--- src/rtl/iter_shifter.sv ---
// Multi-cycle shifter: SLL/SRL/SRA/ROTR by a variable amount, at most STEP
// bit positions per clock, under a start/busy/done handshake.
//
// state   | meaning
// --------+-------------------------------------------------------------
// S_IDLE  | waiting for start; busy=0, done=0
// S_SHIFT | shifting min(rem, STEP) positions per clock; busy=1
// S_DONE  | result valid, one-cycle done pulse; start re-accepts at once
module iter_shifter #(
   parameter int WIDTH   = 32,
   parameter int SHAMT_W = 5,
   parameter int STEP    = 4
) (
   input  logic               clk,
   input  logic               rst,
   input  logic               start,
   input  logic [1:0]         mode,
   input  logic [SHAMT_W-1:0] shamt,
   input  logic [WIDTH-1:0]   data_in,
   output logic               busy,
   output logic               done,
   output logic [WIDTH-1:0]   data_out
);

   typedef enum logic [1:0] {
      S_IDLE  = 2'd0,
      S_SHIFT = 2'd1,
      S_DONE  = 2'd2
   } state_t;

   localparam logic [1:0] M_SLL  = 2'b00;
   localparam logic [1:0] M_SRL  = 2'b01;
   localparam logic [1:0] M_SRA  = 2'b10;
   localparam logic [1:0] M_ROTR = 2'b11;

   // One extra bit so STEP == WIDTH is representable.
   localparam logic [SHAMT_W:0] STEP_C  = (SHAMT_W+1)'(STEP);
   localparam logic [SHAMT_W:0] WIDTH_C = (SHAMT_W+1)'(WIDTH);

   state_t             state_q, state_d;
   logic [WIDTH-1:0]   work_q, work_d;
   logic [SHAMT_W-1:0] rem_q, rem_d;
   logic [1:0]         mode_q, mode_d;
   logic               sign_q, sign_d;

   logic [SHAMT_W:0]   step_k;
   logic [WIDTH-1:0]   fill_mask;
   logic [WIDTH-1:0]   work_shifted;

   always_comb begin
      step_k       = ({1'b0, rem_q} < STEP_C) ? {1'b0, rem_q} : STEP_C;
      fill_mask    = ~({WIDTH{1'b1}} >> step_k);
      work_shifted = work_q;
      case (mode_q)
         M_SLL:   work_shifted = work_q << step_k;
         M_SRL:   work_shifted = work_q >> step_k;
         // Fill comes from the latched operand sign, not the moving MSB.
         M_SRA:   work_shifted = (work_q >> step_k) | (sign_q ? fill_mask : '0);
         M_ROTR:  work_shifted = (work_q >> step_k) | (work_q << (WIDTH_C - step_k));
         default: work_shifted = work_q;
      endcase
   end

   always_comb begin
      state_d = state_q;
      work_d  = work_q;
      rem_d   = rem_q;
      mode_d  = mode_q;
      sign_d  = sign_q;
      busy    = 1'b0;
      done    = 1'b0;
      case (state_q)
         S_IDLE, S_DONE: begin
            done = (state_q == S_DONE);
            if (start) begin
               state_d = S_SHIFT;
               work_d  = data_in;
               rem_d   = shamt;
               mode_d  = mode;
               sign_d  = data_in[WIDTH-1];
            end else begin
               state_d = S_IDLE;
            end
         end
         S_SHIFT: begin
            busy   = 1'b1;
            work_d = work_shifted;
            rem_d  = rem_q - step_k[SHAMT_W-1:0];
            if (rem_d == '0) begin
               state_d = S_DONE;
            end
         end
         default: state_d = S_IDLE;
      endcase
   end

   always_ff @(posedge clk) begin
      if (rst) begin
         state_q <= S_IDLE;
         work_q  <= '0;
         rem_q   <= '0;
         mode_q  <= M_SLL;
         sign_q  <= 1'b0;
      end else begin
         state_q <= state_d;
         work_q  <= work_d;
         rem_q   <= rem_d;
         mode_q  <= mode_d;
         sign_q  <= sign_d;
      end
   end

   assign data_out = work_q;

endmodule

--- config.mk ---
export PLATFORM = sky130hd
export DESIGN_NAME = iter_shifter
export DESIGN_NICKNAME = d
export VERILOG_FILES = /design/src/rtl/iter_shifter.sv
export SDC_FILE = /design/constraint.sdc
export NUM_CORES = 1
export LEC_CHECK = 0
export BUFFER_PORTS_ARGS = -buffer_cell sky130_fd_sc_hd__buf_2
export CAP_MARGIN = 0
export CORE_MARGIN = 2
export CORE_UTILIZATION = 41
export DETAILED_ROUTE_END_ITERATION = 10
export PLACE_DENSITY_LB_ADDON = 0.08
export REMOVE_ABC_BUFFERS = 1
export SYNTH_ARGS = -nofsm -noshare
export SYNTH_HDL_FRONTEND = slang
export SYNTH_SLANG_ARGS = --single-unit
--- constraint.sdc ---
create_clock -name clk -period 4.37 [get_ports clk]
set_clock_uncertainty 0.2 [all_clocks]
set_input_delay 0.437 -clock clk [delete_from_list [all_inputs] [get_ports clk]]
set_output_delay 0.437 -clock clk [all_outputs]
set_load 0.01 [all_outputs]
==> results.py <==
metrics = {
    "sta": {
        "setup_slack_ns": 0.554,
        "setup_viol": 0,
        "finalCritPeriodShare": 0.873,
        "rsz0062_at_grt": "no",
        "slew_headroom": 0.408,
        "worst-slew-pin-transition_ns": 0.887,
        "final_hold_viol_count": 0,
        "tns_ns": 0,
        "min_period_ns": 3.82,
        "clock.fmax_ghz": 0.262,
        "slew_viol_final": 0,
    },
    "critical_path": {
        "critPathSlowestCell": "ha_1",
        "critPathLaunchType": "register",
        "critPathTopFamily": "adder cells",
        "critPathKind": "reg2reg",
        "end_kind": "register",
        "crit_arrival_ns": 3.78,
        "crit_chain": "nor4b_4 > inv_1 > ha_1 > inv_1 > ha_1 > mux2_2 > mux2i_1 > o22a_1 > o221ai_1 > a221oi_1 > o31ai_1",
        "cpPeakStageDelay_ns": 0.77,
        "required_ns": 4.34,
        "worst-path-max-fanout": 17,
        "crit_buf_inv": 2,
    },
    "clock_network": {
        "cts_root_buf": "clkbuf_16",
        "cts_max_level": 2,
        "clockBufferDepth": 2,
        "clock-sinks": 42,
        "insertion_delay_ns": 0.31,
        "cts_buffers": 5,
        "ctsHoldBuffers": 0,
        "path_clk_slew_ns": 0.07,
        "cts_tree": "yes",
        "post_cts_buffers": 0,
        "cts_resized": 0,
    },
    "routing": {
        "finalWirelength_um": 21500,
        "first_iter_violations": 743,
        "dr_total_vias": 6117,
        "drt-wirelength-per-cell_um": 23.8,
        "ant_nets": 0,
        "dr.pass1.iters": 5,
        "drc": 0,
        "post_drt_via_cell_ratio": 6.77,
    },
    "global_route": {
        "grt_start_max_net_pins": 57,
        "overflow": 0,
        "grt_usage": 0.305,
        "grt_pass1_wl_um": 33800,
        "antenna_found_initial": 0,
        "grt_pass1_vias": 5589,
    },
    "finish": {
        "utilization": 0.461,
        "multiInputGateArea_um2": 4100,
        "fillers": 1371,
        "regArea_um2": 841,
        "diodes": 0,
        "layout.nets": 778,
        "drive_gt1_frac": 0.215,
        "areaGrowthSynthToFinish_pct": 9.17,
    },
    "synth": {
        "synthCells": 719,
        "synth-async-reset-ratio": 0,
        "synth_area_leader_cell": "dfxtp_1",
        "synth_top_cells_by_area": "dfxtp_1 (16%), mux4_2 (13%), mux2i_1 (10%)",
        "seq_area_frac_synth": 0.156,
        "syn_area_per_cell_um2": 7.48,
        "ys_types": 71,
        "netlist.area_leader.share": 0.156,
        "ys_ff_latch": 42,
        "synth_edf_count": 0,
        "yosys_most_used_dff": "dfxtp_1",
        "synthesis.area_um2": 5380,
        "ys_warn_count": 0,
    },
    "job": {
        "drv_cap": 0,
    },
    "floorplanning": {
        "ios": 76,
        "die_w_um": 119,
        "fp-row-count": 41,
        "start_util": 0.423,
        "die_y_um": 119,
        "coreArea_um2": 12700,
        "dieArea_um2": 14000,
    },
    "placed_design": {
        "globalplace.congestion": 0.965,
        "dpl.hpwl_um": 14100,
        "portBuffers": 75,
        "place_ws_ns": 0.651,
    },
    "pwr": {
        "p_leak_nw": 2.28,
        "power_density_nw_per_um2": 364,
        "max-vdd-ir-drop_mv": 0.143,
    },
    "status": {
        "outcome": "finished clean",
    },
    "worst_hold_path": {
        "hold_class": "in2reg",
    },
}
[report_power, final]
group          internal, mW  switching (mW)  leakage (nW)
Clock                 0.272           0.193        0.0842
Combinational         0.440           0.648          1.85
Sequential            0.431           0.152         0.347
Total                  1.14           0.992          2.28
[layer usage]
layer | track usage | part of all wire | up-vias
li1 | - | - | 2726
met5 | 0 | 0 | -
met1 | 0.436 | 0.42 | 2937
met2 | 0.461 | 0.44 | 402
met3 | 0.0492 | 0.099 | 52
met4 | 0.111 | 0.036 | 0
[synthesized netlist by cell type (5+ instances only)]
master and number:
a21oi_1 46, clkbuf_1 51, o21ai_0 36, a211oi_1 15, nor2b_1 5, a2111oi_0 6, a31o_2 5, dfxtp_1 42
nor3_1 20, o211ai_1 12, nand2b_1 6, ha_1 6, a311oi_1 9, a31oi_1 19, nand3_1 24, nor2_1 57
and2_1 5, buf_1 8, nand2_1 112, and3_1 13, mux4_2 30, mux2i_1 55, a211o_1 5, buf_2 23
inv_1 5, or3_1 6, o22ai_1 13
[state kept, by name, indices dropped and copies added, names as in the netlist]
name and cells:
rem_q 5, state_q 2, sign_q 1, mode_q 2, data_out 32
[worst register-to-register path, stage by stage, from the launching register on]
cell      delay, ns
dfxtp_1        0.62
nor4b_4        0.11
inv_1          0.09
ha_1           0.30
inv_1          0.12
ha_1           0.77
mux2_2         0.42
mux2i_1        0.20
o22a_1         0.26
o221ai_1       0.19
a221oi_1       0.30
o31ai_1        0.10
[path summary, 6_finish.rpt]
| check | start | endpoint | slack [ns] | cells past startpoint |
|---|---|---|---|---|
| setup reg to reg | rem_q[2] | data_out[28] | 0.55 | 11 |
| setup / recovery | rem_q[2] | data_out[28] | 0.55 | 11 |
| hold / removal | mode[1] | mode_q[1] | 0.17 | 3 |
| hold reg to reg | mode_q[0] | mode_q[0] | 0.35 | 2 |
[final cells by class]
type                    instances  share of cell area
multi-input cells             579               0.699
flip-flops and latches         42               0.143
repair buffers                 93              0.0870
well taps                     172              0.0367
clock buffers                   5              0.0213
clock inverters                 3             0.00746
inverters                       9             0.00575
[through the flow]
stage          std cells  power, mW  instance area [µm²]  hold slack, ns
3_3_place_gp         895       1.65                 5700           0.336
4_1_cts              903       2.13                 5870           0.164
6_report             903       2.14                 5870           0.172
5_1_grt              903       2.26                 5870           0.180
3_5_place_dp         895       1.65                 5700           0.352
2_1_floorplan        630       1.26                 4970           0.265
[cells in the final DEF, fill, tap and decap left out, types with 4 or more instances in the layout]
cell type    n
mux4_2      30
a31oi_1     19
inv_1        5
a31o_2       5
a2111oi_0    6
o31ai_1      4
o211ai_1    12
o21ai_0     36
nor3_1      20
mux2i_1     55
or3_1        6
nor2_1      56
ha_1         6
buf_2       75
nand2_1    112
and3_1      13
o21ai_1      4
a311oi_1     9
nor4_1       4
a21oi_1     46
a221oi_1     4
clkbuf_16    5
nand3_1     24
a211oi_1    15
o22ai_1     13
nand2b_1     6
o21a_1       4
dfxtp_1     42
nor2b_1      4
a211o_1      5
buf_4       18
and2_1       5
[cell families (layout without fill, tap and decap cells)]
kind of cell               count (synthesis)  after routing  share of synthesized area
and+or+nand+nor                          261            261                      0.224
AOI/OAI and AO/OA                        219            219                      0.278
buffers and inverters                     98            110                     0.0828
muxes                                     91             91                      0.242
DFF                                       42             42                      0.156
adders and majority gates                  6              6                     0.0140
other                                      1              1                   0.000697
xor gates and xnor gates                   1              1                    0.00163
No activity file was read; power rests on OpenSTA's default activity.
